<file path="config.mk">
export PLATFORM = sky130hd
export DESIGN_NAME = y86_imem_loader
export DESIGN_NICKNAME = d
export VERILOG_FILES = /design/src/rtl/y86_imem_loader.sv
export SDC_FILE = /design/constraint.sdc
export NUM_CORES = 1
export LEC_CHECK = 0
export CORE_MARGIN = 2
export CORE_UTILIZATION = 47
export DETAILED_ROUTE_END_ITERATION = 10
export GPL_TIMING_DRIVEN = 0
export PLACE_DENSITY_LB_ADDON = 0.15
export SYNTH_ARGS = -nofsm -noshare
export SYNTH_HDL_FRONTEND = slang
export SYNTH_SLANG_ARGS = --single-unit
export TNS_END_PERCENT = 50
</file>
<file path="constraint.sdc">
create_clock -name clk -period 4.8 [get_ports clk]
set_input_delay 0.72 -clock clk [delete_from_list [all_inputs] [get_ports clk]]
set_output_delay 0.72 -clock clk [all_outputs]
set_load 0.05 [all_outputs]
</file>
<file path="src/rtl/y86_imem_loader.sv">
`default_nettype none
// ============================================================================
// Module   : y86_imem_loader
// Purpose  : Takes decoded Y86-64 instructions over a valid/ready handshake
//            and writes their fetch-order byte encoding, one byte per cycle,
//            into a byte-wide instruction memory at an auto-incrementing
//            address.
// Revision : 1.0  initial release
// ============================================================================
module y86_imem_loader #(
  parameter int ADDR_W    = 10,
  parameter int MEM_DEPTH = 1024
) (
  input  logic              clk,
  input  logic              reset,
  input  logic              base_load,
  input  logic [ADDR_W-1:0] base_addr,
  input  logic              in_valid,
  output logic              in_ready,
  input  logic [3:0]        in_icode,
  input  logic [3:0]        in_ifun,
  input  logic [3:0]        in_rA,
  input  logic [3:0]        in_rB,
  input  logic [63:0]       in_valC,
  output logic              mem_we,
  output logic [ADDR_W-1:0] mem_addr,
  output logic [7:0]        mem_wdata,
  output logic [ADDR_W-1:0] wr_ptr,
  output logic [15:0]       instr_count,
  output logic              busy,
  output logic              err_invalid,
  output logic              err_overflow
);

  localparam logic [ADDR_W:0] c_DEPTH = (ADDR_W+1)'(MEM_DEPTH);

  typedef enum logic [1:0] {
    S_IDLE      = 2'd0,
    S_EMIT_OP   = 2'd1,
    S_EMIT_REG  = 2'd2,
    S_EMIT_VALC = 2'd3
  } state_t;

  // Encoded length in bytes; 0 marks an unsupported icode.
  function automatic logic [3:0] instr_len(input logic [3:0] ic);
    case (ic)
      4'h0, 4'h1, 4'h9:       return 4'd1;
      4'h2, 4'h6, 4'hA, 4'hB: return 4'd2;
      4'h7, 4'h8:             return 4'd9;
      4'h3, 4'h4, 4'h5:       return 4'd10;
      default:                return 4'd0;
    endcase
  endfunction

  function automatic logic has_reg(input logic [3:0] ic);
    return (ic inside {4'h2, 4'h3, 4'h4, 4'h5, 4'h6, 4'hA, 4'hB});
  endfunction

  function automatic logic has_valc(input logic [3:0] ic);
    return (ic inside {4'h3, 4'h4, 4'h5, 4'h7, 4'h8});
  endfunction

  state_t            state_q, state_d;
  logic [3:0]        icode_q, icode_d;
  logic [3:0]        ra_q, ra_d;
  logic [3:0]        rb_q, rb_d;
  logic [63:0]       valc_q, valc_d;
  logic [2:0]        idx_q, idx_d;
  logic              mem_we_q, mem_we_d;
  logic [ADDR_W-1:0] mem_addr_q, mem_addr_d;
  logic [7:0]        mem_wdata_q, mem_wdata_d;
  logic [ADDR_W-1:0] wr_ptr_q, wr_ptr_d;
  logic [15:0]       count_q, count_d;
  logic              err_inv_q, err_inv_d;
  logic              err_ovf_q, err_ovf_d;

  logic              w_accept;
  logic [ADDR_W:0]   w_end;
  logic              w_emit;
  logic [7:0]        w_byte;
  logic [2:0]        w_next_idx;

  assign in_ready     = (state_q == S_IDLE) && !err_ovf_q && !base_load;
  assign mem_we       = mem_we_q;
  assign mem_addr     = mem_addr_q;
  assign mem_wdata    = mem_wdata_q;
  assign wr_ptr       = wr_ptr_q;
  assign instr_count  = count_q;
  assign busy         = (state_q != S_IDLE);
  assign err_invalid  = err_inv_q;
  assign err_overflow = err_ovf_q;

  // Next-state, byte selection and write-strobe generation.
  always_comb begin
    state_d     = state_q;
    icode_d     = icode_q;
    ra_d        = ra_q;
    rb_d        = rb_q;
    valc_d      = valc_q;
    idx_d       = idx_q;
    mem_we_d    = 1'b0;
    mem_addr_d  = mem_addr_q;
    mem_wdata_d = mem_wdata_q;
    wr_ptr_d    = wr_ptr_q;
    count_d     = count_q;
    err_inv_d   = err_inv_q;
    err_ovf_d   = err_ovf_q;
    w_emit      = 1'b0;
    w_byte      = 8'h00;
    w_accept    = in_valid && in_ready;
    w_end       = {1'b0, wr_ptr_q} + (ADDR_W+1)'(instr_len(in_icode));
    w_next_idx  = idx_q + 3'd1;

    case (state_q)
      S_IDLE: begin
        if (base_load) begin
          wr_ptr_d  = base_addr;
          err_ovf_d = 1'b0;
        end else if (w_accept) begin
          if (in_icode > 4'hB) begin
            err_inv_d = 1'b1;
          end else if (w_end > c_DEPTH) begin
            err_ovf_d = 1'b1;
          end else begin
            icode_d = in_icode;
            ra_d    = in_rA;
            rb_d    = in_rB;
            valc_d  = in_valC;
            w_emit  = 1'b1;
            w_byte  = {in_icode, in_ifun};
            state_d = S_EMIT_OP;
          end
        end
      end
      S_EMIT_OP: begin
        if (has_reg(icode_q)) begin
          w_emit  = 1'b1;
          w_byte  = {ra_q, rb_q};
          state_d = S_EMIT_REG;
        end else if (has_valc(icode_q)) begin
          w_emit  = 1'b1;
          w_byte  = valc_q[7:0];
          idx_d   = 3'd0;
          state_d = S_EMIT_VALC;
        end else begin
          count_d = count_q + 16'd1;
          state_d = S_IDLE;
        end
      end
      S_EMIT_REG: begin
        if (has_valc(icode_q)) begin
          w_emit  = 1'b1;
          w_byte  = valc_q[7:0];
          idx_d   = 3'd0;
          state_d = S_EMIT_VALC;
        end else begin
          count_d = count_q + 16'd1;
          state_d = S_IDLE;
        end
      end
      S_EMIT_VALC: begin
        if (idx_q == 3'd7) begin
          count_d = count_q + 16'd1;
          state_d = S_IDLE;
        end else begin
          w_emit  = 1'b1;
          w_byte  = valc_q[{w_next_idx, 3'b000} +: 8];
          idx_d   = w_next_idx;
        end
      end
      default: state_d = S_IDLE;
    endcase

    // Each presented byte goes to the current pointer, which then advances.
    if (w_emit) begin
      mem_we_d    = 1'b1;
      mem_addr_d  = wr_ptr_q;
      mem_wdata_d = w_byte;
      wr_ptr_d    = wr_ptr_q + ADDR_W'(1);
    end
  end

  // State and registered outputs; reset aborts any emission in progress.
  always_ff @(posedge clk or posedge reset) begin
    if (reset) begin
      state_q     <= S_IDLE;
      icode_q     <= 4'h0;
      ra_q        <= 4'h0;
      rb_q        <= 4'h0;
      valc_q      <= 64'h0;
      idx_q       <= 3'd0;
      mem_we_q    <= 1'b0;
      mem_addr_q  <= '0;
      mem_wdata_q <= 8'h00;
      wr_ptr_q    <= '0;
      count_q     <= 16'd0;
      err_inv_q   <= 1'b0;
      err_ovf_q   <= 1'b0;
    end else begin
      state_q     <= state_d;
      icode_q     <= icode_d;
      ra_q        <= ra_d;
      rb_q        <= rb_d;
      valc_q      <= valc_d;
      idx_q       <= idx_d;
      mem_we_q    <= mem_we_d;
      mem_addr_q  <= mem_addr_d;
      mem_wdata_q <= mem_wdata_d;
      wr_ptr_q    <= wr_ptr_d;
      count_q     <= count_d;
      err_inv_q   <= err_inv_d;
      err_ovf_q   <= err_ovf_d;
    end
  end

endmodule
`default_nettype wire
</file>
**Yosys cells after proc, flatten, opt, wreduce, memory -nomap -nowiden**

Memory sizes are Yosys's and may differ from the RTL's.
Cells that the tools add are included.

- Add/sub/neg operators: 4
- Order comparisons: 2
- Equal/unequal tests: 21
- Shift-type cells: 1
- Multiplexer cells: 40
- Bitwise logic cells: 3
- Reductions and logical operators: 21

Operators with widths:

| operator | number |
|---|---|
| indexed part select 64 x 7 -> 8 bit | 1 |
| two-way mux 8 bit | 7 |
| two-way mux 16 bit | 3 |
| one-hot mux 16 bit (3 select lines) | 1 |
| one-hot mux 8 bit (4 select lines) | 1 |
| two-way mux 10 bit | 3 |
| adder 16 x 1 -> 16 bit (second input constant) | 1 |
| equality test 4 x 3 -> 1 bit (second input constant) | 4 |
| inequality test 2 bit (second input constant) | 8 |
| two-way mux 2 bit | 7 |
| equality test 4 bit (second input constant) | 3 |
| two-way mux 1 bit | 12 |
| adder 10 x 4 -> 11 bit | 1 |
| > comparator 11 bit (second input constant) | 1 |
| adder 10 x 1 -> 10 bit (second input constant) | 1 |
| AND reduction 5 bit | 2 |
| nonzero test 2 bit | 5 |
| two-way mux 3 bit | 3 |
| one-hot mux 3 bit (3 select lines) | 1 |
| equality test 4 x 2 -> 1 bit (second input constant) | 2 |
| one-hot mux 2 bit (4 select lines) | 1 |
| AND reduction 4 bit | 2 |
| nonzero test 7 bit | 1 |
| AND reduction 3 bit | 2 |
| other kinds (13) | 19 |

- Register bits after elaboration: 128
- ROM bits: 48
- Input port bits: 94
- Output and inout port bits: 49
- Logic and storage cells: 106
- Memories kept: 1

Memory list:

| name | words | bits a word | read ports | clocked after Yosys merged registers in | write ports | line | source |
|---|---|---|---|---|---|---|---|
| (no name shown) | 16 | 3 | 1 | 0 | 0 | 46 | `case (ic)` |

**Depth between registers and ports, before layout**

Gate-level depths: netlist of run 1.
An unclocked memory read counts as a cell.

- Depth after elaboration: 10
- Depth in mapped cells: 16

**Worst setup path before layout of run 1**

Ideal clock, no wire load.

- Path kind: input port to flip-flop
- Start point: input in_icode[2]
- End point: register wr_ptr_q[2] (netlist: wr_ptr[2])
- Arrival: 3.422 ns
- Setup slack: 1.255 ns
- Stages on the path: 14
- Path through: clkbuf_1 -> o21ai_0 -> ha_1 -> fa_1 -> a31oi_1 -> xor2_1 -> and4_4 -> a31oi_4 -> nor2_4 -> nor2_2 -> inv_2 -> buf_6 -> mux2_4 -> o221a_1

- Longest elaborated chain between the ends: 10
- Elaborated cells between the ends (all ways): 13

RTL lines:

| what | line | source |
|---|---|---|
| start: declaration | 20 | `input logic [3:0] in_icode,` |
| memory (16 x 3 bit) | -- |  |
| adder 10 x 4 -> 11 bit | 111 | `w_end = {1'b0, wr_ptr_q} + (ADDR_W+1)'(instr_len(in_icode));` |
| > comparator 11 bit | 122 | `end else if (w_end > c_DEPTH) begin` |
| two-way mux 1 bit | 122 |  |
| two-way mux 1 bit * | 120 | `if (in_icode > 4'hB) begin` |
| two-way mux 1 bit * | 119 | `end else if (w_accept) begin` |
| two-way mux 1 bit * | 116 | `if (base_load) begin` |
| one-hot mux 1 bit (4 select lines) * | 114 | `case (state_q)` |
| nonzero test 2 bit (no line) | -- |  |
| AND reduction 2 bit (no line) | -- |  |
| end signal: assignment | 209 | `wr_ptr_q <= wr_ptr_d;` |
| end: declaration | 72 | `logic [ADDR_W-1:0] wr_ptr_q, wr_ptr_d;` |

Mark *: on every way between the ends. The rest lies on a longest branch, timed or not.
A chain may end at the register's enable or synchronous reset.

**Worst setup path after layout of run 1**

- Start point: input in_icode[3]
- End point: register wr_ptr_q[2] (netlist: wr_ptr[2])

Same word-level chain as after synthesis.

==> impl_metrics.csv, run 1 <==
group,metric,value,unit
synthesis,synth_edf_count,0,
cells_and_area,areaGrowthSynthToFinish,35.41,%
detailed_routing,wl_per_cell,18.14,um
synthesis,yosysWarnings,0,
die,coreArea,13140,sq um
detailed_routing,wl,15.33,mm
sta,setup_tns,0,ps
die,ioPinCount,143,
setup_path,crit_type,"in -> reg",
die,die_w,119.6,um
die,dieArea,14290,sq um
global_routing,grt_max_degree,69,
clock_tree,cts_made_buffers,17,
detailed_routing,vias_per_cell,5.499,
global_routing,overflow,0,
cells_and_area,final_common_cell,"clkdlybuf4s50_1",
clock_tree,postCtsHoldBufs,0,
synthesis,synthCells,496,
clock_tree,cts_resized,0,
detailed_routing,antenna_left,0,
placed_design,dp_hpwl,11.19,mm
sta,rsz0062_at_grt,"no",
setup_path,cp_slowest_cell,"clkdlybuf4s50_1",
clock_tree,cts_tree,"built",
setup_path,cp-end-kind,"flop",
cells_and_area,multi_input_area,2884,sq um
synthesis,synth.cell_area,6276,sq um
cells_and_area,layout.cells.non_filler,845,
run,cap_violations,0,
cells_and_area,seqCellArea,3203,sq um
setup_path,crit_path_start_kind,"input pin",
clock_tree,htreeDepth,4,
sta,hold_viol,0,
run_status,status,"completed",
cells_and_area,nFillCells,1044,
clock_tree,clock_sinks,128,
sta,slew_headroom,15.12,%
cells_and_area,nets,759,
pwr,leakage,3.447,nW
pwr,ir_drop,0.0004248,V
synthesis,ys.flop_type,"dfrtp_1",
sta,finalWorstPathRequiredPeriod,4143,ps
setup_path,rrSetupSlack,1530,ps
placed_design,dp_cells,814,
cells_and_area,final_layout_size_suffix_gt1_share,23.77,%
sta,setup_viol,0,
setup_path,path_buf_inv,4,
clock_tree,clockBufferDepth,2,
min_path,hold_path_class,"reg -> reg",
detailed_routing,dr_total_vias,4647,
clock_tree,clkLatencyLatePin,420,ps
global_routing,grt_pass1_vias,4719,
sta,slew_viol_final,0,
synthesis,syn_nets,598,
synthesis,ys_async_sr_fraction,100.0,%
setup_path,path_cells,"clkdlybuf4s50_1, inv_1, nand4_1, o21ai_0, ha_1, fa_1, a31oi_1, xor2_1, and4_4, a31oi_4, nor2_4, nor2_2, inv_2, buf_6, mux2_4, o221a_1",
detailed_routing,drtIter0Drc,316,
global_routing,grt_use_total,22.71,%
global_routing,antenna_found_initial,0,
synthesis,yosysSeqAreaShare,51.04,%
setup_path,arrival,4450,ps
setup_path,cpPeakStageDelay,640,ps
die,rows,42,
placed_design,port_buffers,141,
placed_design,gp_congestion,0.8524,
clock_tree,clkTransAtPathRegs,50,ps
detailed_routing,first_pass_iters,4,
cells_and_area,diodes,0,
cells_and_area,mostFrequentLayoutCells,"141 x clkdlybuf4s50_1, 128 x dfrtp_1, 77 x mux2_2",
sta,clock_skew,6.195,ps
sta,min_period_over_period,86.31,%
die,die_h,119.6,um
setup_path,cpLargestDelayFamily,"buffers and inverters",
die,start_util,47.77,%
synthesis,syn_avg_cell_area,12.65,sq um
setup_path,crit_required,5100,ps
setup_path,path_max_fanout,10,
synthesis,ys_types,59,
sta,worst_pin_slew,1269,ps
clock_tree,clockRootBuffer,"clkbuf_16",
global_routing,grt_pass1_wl,24.80,mm
clock_tree,post_cts_buffers,0,
sta,fmax,241.4,MHz
synthesis,ys_seq_elements,128,
detailed_routing,drcViolationCount,0,
pwr,power.density,717.9,nW/um^2
## synthesized netlist by cell type, drive strengths merged (7+ instances only)
cell type,instances,area (sq um)
dfrtp,128,3203
mux2,90,1017
nor2,34,137.6
nand2,26,97.59
buf,22,132.6
mux4,16,360.4
nand3,15,75.07
nor3,14,95.09
xor2,14,122.6
mux2i,11,110.1
a31oi,10,77.57
and3,10,63.81
o21ai,10,50.05
inv,8,30.02
o21a,8,60.06
a21oi,7,35.03
clkbuf,7,26.28
ha,7,87.58
## per-stage QoR
| stage | hold WS [ps] | total power [mW] | area [sq um] | util, % | setup WS [ps] |
|---|---|---|---|---|---|
| global placement | 457.7 | 4.801 | 7908 | 60.19 | -1116 |
| finish | 472.2 | 6.101 | 8498 | 64.69 | 657.0 |
| global route | 493.0 | 6.441 | 8498 | 64.69 | 384.1 |
| detailed placement | 462.5 | 4.900 | 7940 | 60.44 | 273.0 |
| CTS | 473.4 | 6.140 | 8498 | 64.69 | 691.6 |
| floorplan | 469.8 | 3.981 | 6276 | - | 667.4 |
## final cells by class
cell class | count | share of cell area (%)
tap | 176 | 2.591
buffer | 29 | 1.870
clock buffer | 25 | 5.595
sequential | 128 | 37.69
clock inverter | 6 | 0.9717
multi-input combinational | 331 | 33.94
inverter | 8 | 0.4122
timing repair buffer | 142 | 16.93
## sequential cells by signal (all words and copies together) (netlist names)
register      cells
err_invalid       1
icode_q           4
state_q           2
instr_count      16
valc_q           64
mem_addr         10
err_overflow      1
mem_wdata         8
mem_we            1
ra_q              4
rb_q              4
wr_ptr           10
idx_q             3
## layer usage
metal / global-route usage [%] / wire length (um) / up-vias
li1: - / - / 2145
met1: 29.10 / 6515 / 2319
met2: 37.61 / 7647 / 163
met3: 5.561 / 887 / 20
met4: 8.382 / 276 / 0
met5: 0 / 0 / -
## where the power goes
part	leakage [nW]	total, mW	switching [mW]	internal, mW
clock network	0.271	1.23	0.444	0.785
logic	1.67	2.90	1.59	1.30
registers	1.50	1.98	0.374	1.60
## cells by family (layout without fill, tap and decap cells)
group,Yosys count,count (layout),share of synthesized area [%]
flip-flops,128,128,51.04
AND/OR/NAND/NOR,122,122,10.05
multiplexers,117,117,23.70
AO/OA/AOI/OAI,65,65,7.835
buffers and inverters,37,210,3.010
XOR/XNOR,19,19,2.652
adder cells (fa/ha/maj),8,8,1.714
## path summary, 6_finish.rpt
path / start / endpoint / depth (start not counted)
worst max-delay path: in_icode[3] / wr_ptr[2] / 16
worst min-delay path: instr_count[15] / instr_count[15] / 1
worst max register to register: wr_ptr[0] / wr_ptr[2] / 12
worst min register to register: instr_count[15] / instr_count[15] / 1
max in group asynchronous: reset / valc_q[49] / 3
min in group asynchronous: reset / mem_addr[1] / 2
Note: power is estimated with default switching activity, not from simulation.
==> run 2: changes to the inputs <==
- CORE_ASPECT_RATIO: default -> 0.75
- PLACE_DENSITY: default -> 0.76
- PLACE_DENSITY_LB_ADDON: 0.15 -> default
==> run 2 against run 1 <==
Against the previous run: critical endpoint unchanged; worst hold slack gained 2.2 ps; clock power grew 23%; core utilization grew 1.6 points; clock-buffer cell count shrank 5; clock skew grew 7.4 ps; total power grew 5.1%; register-to-register slack is essentially flat; sequential power is essentially flat; die area is essentially flat; wire length grew 7.1%.
==> impl_metrics.csv, run 2 (synthesis results as in run 1) <==
group,metric,value,unit
sta,fmax,246.6,MHz
clock_tree,clockRootBuffer,"clkbuf_16",
clock_tree,cts_made_buffers,17,
pwr,ir_drop,0.0005333,V
die,ioPinCount,143,
pwr,leakage,3.510,nW
sta,setup_viol,0,
run,cap_violations,0,
clock_tree,htreeDepth,4,
clock_tree,clock_sinks,128,
setup_path,cpPeakStageDelay,590,ps
setup_path,path_max_fanout,10,
setup_path,r2r_cells,12,
setup_path,crit_path_start_kind,"input pin",
setup_path,cp-end-kind,"flop",
detailed_routing,wl_per_cell,19.52,um
sta,slew_headroom,44.17,%
cells_and_area,final_common_cell,"clkdlybuf4s50_1",
cells_and_area,nets,759,
sta,slew_viol_final,0,
cells_and_area,diodes,0,
setup_path,rrSetupSlack,1520,ps
setup_path,arrival,4350,ps
clock_tree,post_cts_buffers,0,
setup_path,cp_slowest_cell,"clkdlybuf4s50_1",
clock_tree,postCtsHoldBufs,0,
global_routing,grt_max_degree,67,
detailed_routing,antenna_left,0,
setup_path,r2r-end,"wr_ptr[2]",
detailed_routing,vias_per_cell,5.551,
cells_and_area,regMostFlops,"valc_q",
clock_tree,clkTransAtPathRegs,60,ps
detailed_routing,wl,16.42,mm
cells_and_area,largest_register_ffs,64,
detailed_routing,drcViolationCount,0,
global_routing,grt_use_total,24.18,%
placed_design,port_buffers,141,
sta,clock_skew,13.64,ps
global_routing,grt_pass1_vias,4767,
pwr,power.density,742.3,nW/um^2
cells_and_area,areaGrowthSynthToFinish,37.58,%
cells_and_area,final_layout_size_suffix_gt1_share,24.93,%
min_path,min_from,"instr_count[15]",
detailed_routing,first_pass_iters,4,
placed_design,gp_congestion,0.8275,
die,coreArea,13020,sq um
detailed_routing,dr_total_vias,4668,
cells_and_area,mostFrequentLayoutCells,"141 x clkdlybuf4s50_1, 128 x dfrtp_1, 77 x mux2_2",
die,die_h,104.1,um
clock_tree,cts_tree,"built",
setup_path,cpLargestDelayFamily,"buffers and inverters",
detailed_routing,drtIter0Drc,264,
run_status,status,"completed",
placed_design,dp_hpwl,11.65,mm
die,rows,36,
sta,finalWorstPathRequiredPeriod,4056,ps
sta,setup_tns,0,ps
sta,layout_setup_ws,744.0,ps
die,start_util,48.21,%
setup_path,worstReg2RegStart,"wr_ptr[0]",
global_routing,overflow,0,
setup_path,crit_type,"in -> reg",
min_path,hold_depth,1,
clock_tree,clockBufferDepth,2,
global_routing,grt_pass1_wl,26.27,mm
setup_path,crit_required,5100,ps
die,dieArea,14300,sq um
sta,worst_pin_slew,837.4,ps
cells_and_area,nFillCells,927,
placed_design,pre_cts_slack,335.1,ps
min_path,whs_endpoint,"instr_count[15]",
global_routing,antenna_found_initial,0,
sta,rsz0062_at_grt,"no",
clock_tree,cts_resized,0,
sta,hold_viol,0,
setup_path,path_cells,"clkdlybuf4s50_1, inv_1, nand4_1, o21ai_0, ha_1, fa_1, a31oi_1, xor2_1, and4_4, a31oi_4, nor2_4, nor2_2, inv_2, buf_6, mux2_4, o221a_1",
setup_path,path_buf_inv,4,
min_path,hold_path_class,"reg -> reg",
sta,min_period_over_period,84.50,%
die,die_w,137.4,um
sta,worst_hold_slack,474.3,ps
clock_tree,clkLatencyLatePin,410,ps
[run 2: metal layers]
layer | up-vias | routed length (um) | track usage, %
li1 | 2135 | - | -
met2 | 130 | 7888 | 36.46
met3 | 11 | 891 | 4.240
met4 | 0 | 145 | 7.879
met1 | 2392 | 7489 | 35.47
met5 | - | 0 | 0
[run 2: stage by stage]
step	instances	cell area, sq um	util (%)	total power, mW
finish	841	8635	66.33	6.410
detailed placement	809	7934	60.95	4.885
global route	841	8635	66.33	6.740
CTS	841	8627	66.27	6.440
global placement	808	7901	60.70	4.779
floorplan	496	6276	-	3.981
[run 2: layout make-up]
cell class                 count  area, sq um  area share, %
clock buffer                  20        466.7          5.405
timing repair buffer         142         1439          16.66
tap                          171        214.0          2.478
multi-input combinational    331         2892          33.49
sequential                   128         3203          37.10
inverter                       8        35.03         0.4057
clock inverter                12        226.5          2.623
buffer                        29        158.9          1.840
[run 2: worst reg2reg max path: stages (launching register included)]
cell	delay (ps)
dfrtp_1	480
ha_1	270
fa_1	410
a31oi_1	360
xor2_1	190
and4_4	260
a31oi_4	120
nor2_4	220
nor2_2	100
inv_2	70
buf_6	160
mux2_4	320
o221a_1	220
[run 2: report_power, final]
group          internal, mW  switching [mW]  total, mW  leakage, nW
clock network          1.02           0.491       1.51        0.333
logic                  1.30            1.61       2.91         1.67
registers              1.60           0.385       1.99         1.50
[run 2: how the worst max path moves through the flow]
stage               cells after the start        start  slack [ps]          end
finish                                 16  in_icode[3]         740    wr_ptr[2]
global route                           16  in_icode[3]         470    wr_ptr[8]
floorplan                               1        reset         670  err_invalid
CTS                                    16  in_icode[3]         770    wr_ptr[2]
global placement                        2        reset       -1100   valc_q[32]
detailed placement                     16  in_icode[3]         340    wr_ptr[2]
==> run 3: changes to the inputs <==
- clock period: 4.8 -> 4 ns (I/O delays scaled with it)
==> run 3 against run 2 <==
Against the previous run: worst hold slack got worse by 5.3 ps; die area unchanged; total power increased by 18%; wire length about the same; critical path type unchanged.
==> impl_metrics.csv, run 3 (synthesis results as in run 1) <==
group,metric,value,unit
detailed_routing,wl,16.42,mm
die,rows,36,
sta,layout_setup_ws,245.9,ps
global_routing,grt_max_degree,44,
placed_design,dpl-instance-area,7965,sq um
global_routing,grt_pass1_vias,4814,
placed_design,port_buffers,141,
cells_and_area,mostFrequentLayoutCells,"140 x clkdlybuf4s50_1, 128 x dfrtp_1, 77 x mux2_2",
setup_path,crit_path_start_kind,"input pin",
pwr,ir_drop,0.0005043,V
detailed_routing,wl_met1,7.783,mm
die,die_h,104.1,um
clock_tree,htreeDepth,4,
run_status,status,"completed",
cells_and_area,nets,762,
die,dieArea,14300,sq um
setup_path,path_max_fanout,10,
detailed_routing,dr_total_vias,4709,
detailed_routing,wl_per_cell,19.48,um
die,die_w,137.4,um
setup_path,crit_required,4270,ps
sta,clock_skew,40.08,ps
setup_path,r2r-end,"mem_wdata[4]",
cells_and_area,final_layout_size_suffix_gt1_share,25.30,%
detailed_routing,met3_length,719,um
cells_and_area,diodes,0,
detailed_routing,drcViolationCount,0,
min_path,hold_path_class,"reg -> reg",
sta,min_period_over_period,93.85,%
clock_tree,clockBufferDepth,2,
global_routing,antenna_found_initial,0,
cells_and_area,nFillCells,938,
cells_and_area,layout.cells.non_filler,843,
cells_and_area,largest_register_ffs,64,
placed_design,pre_cts_slack,-354.5,ps
placed_design,dp_cells,811,
sta,slew_viol_final,0,
clock_tree,cts_tree,"built",
clock_tree,clkTransAtPathRegs,50,ps
global_routing,grt_pass1_wl,26.19,mm
setup_path,r2r_cells,8,
clock_tree,clockRootBuffer,"clkbuf_16",
clock_tree,clock_sinks,128,
detailed_routing,first_pass_iters,4,
min_path,whs_endpoint,"instr_count[15]",
clock_tree,cts_made_buffers,17,
setup_path,crit_type,"in -> reg",
min_path,min_from,"instr_count[15]",
cells_and_area,areaGrowthSynthToFinish,37.54,%
setup_path,arrival,4030,ps
detailed_routing,met2WireLength,7.613,mm
pwr,p_total,7.576,mW
sta,slew_headroom,40.03,%
setup_path,cp-end-kind,"flop",
run,cap_violations,0,
detailed_routing,drtIter0Drc,266,
global_routing,overflow,0,
detailed_routing,antenna_left,0,
sta,finalWorstPathRequiredPeriod,3754,ps
cells_and_area,regMostFlops,"valc_q",
die,coreArea,13020,sq um
cells_and_area,final_common_cell,"clkdlybuf4s50_1",
sta,rsz0062_at_grt,"no",
global_routing,grt_use_total,24.02,%
placed_design,gp_congestion,0.8480,
placed_design,dp_hpwl,12.01,mm
die,start_util,48.21,%
clock_tree,clkLatencyLatePin,420,ps
clock_tree,postCtsHoldBufs,0,
die,ioPinCount,143,
sta,worst_pin_slew,899.6,ps
detailed_routing,vias_per_cell,5.586,
sta,hold_viol,0,
min_path,hold_depth,1,
cells_and_area,design_area,8632,sq um
sta,setup_tns,0,ps
sta,fmax,266.4,MHz
sta,setup_viol,0,
detailed_routing,top_layer_used,"met4",
setup_path,rrSetupSlack,690,ps
setup_path,worstReg2RegStart,"idx_q[0]",
pwr,leakage,3.511,nW
pwr,power.density,877.6,nW/um^2
[run 3: changes by cell type in the layout (fill, tap and decap cells not counted), sizes merged]
cell / previous run / this run
dlymetal6s2s: 0 / 1
clkinvlp: 2 / 3
inv: 10 / 9
clkbuf: 27 / 25
buf: 23 / 26
clkinv: 2 / 4
bufinv: 6 / 5
clkdlybuf4s50: 141 / 140
[run 3: per-layer routing]
metal,GRT usage (%),vias up
met2,35.93,126
met4,7.290,0
met5,0,-
met1,35.13,2410
li1,-,2152
met3,5.166,21
[run 3: final cells by class]
cell class,count,area [sq um],share of cell area (%)
Sequential cell,128,3203,37.11
Multi-Input combinational cell,331,2902,33.61
Timing Repair Buffer,145,1481,17.16
Clock buffer,18,429.2,4.972
Tap cell,171,214.0,2.479
Clock inverter,13,210.2,2.435
Buffer,29,158.9,1.841
Inverter,8,33.78,0.3914
[run 3: worst max-delay path, cell delays in order]
cell	delay, ps
clkdlybuf4s50_1	530
nand4_1	150
o21ai_0	150
ha_1	260
fa_1	420
xor2_1	160
a2111oi_1	300
and4_4	320
a31oi_4	120
nor2_4	210
nor2_2	90
inv_2	60
buf_6	150
buf_6	180
mux2_1	330
[run 3: report_power, final]
part           leakage [nW]  switching, mW  internal (mW)  total (mW)
Clock                 0.307          0.573           1.10        1.68
Sequential             1.50          0.469           1.92        2.39
Combinational          1.70           1.94           1.57        3.51
Total                  3.51           2.98           4.60        7.58
[run 3: worst max-delay path by stage]
stage,to,from,cells after the start
floorplan,wr_ptr[2],in_icode[2],14
global placement,wr_ptr[2],in_icode[3],16
detailed placement,wr_ptr[2],in_icode[3],16
CTS,wr_ptr[2],in_icode[3],16
global route,mem_addr[9],in_icode[1],15
finish,mem_addr[4],in_icode[1],15
[run 3: per-stage QoR]
stage | util [%] | hold WS (ps)
3_3_place_gp | 60.73 | 457.3
2_1_floorplan | - | 469.8
5_1_grt | 66.31 | 497.3
3_5_place_dp | 61.19 | 460.0
4_1_cts | 66.10 | 473.2
6_report | 66.31 | 469.1
[run 3: timing repair]
item / in CTS / in global routing
setup buffers: 0 / 1
endpoints found under the setup margin: 0 / 112
resized for setup: 0 / 3
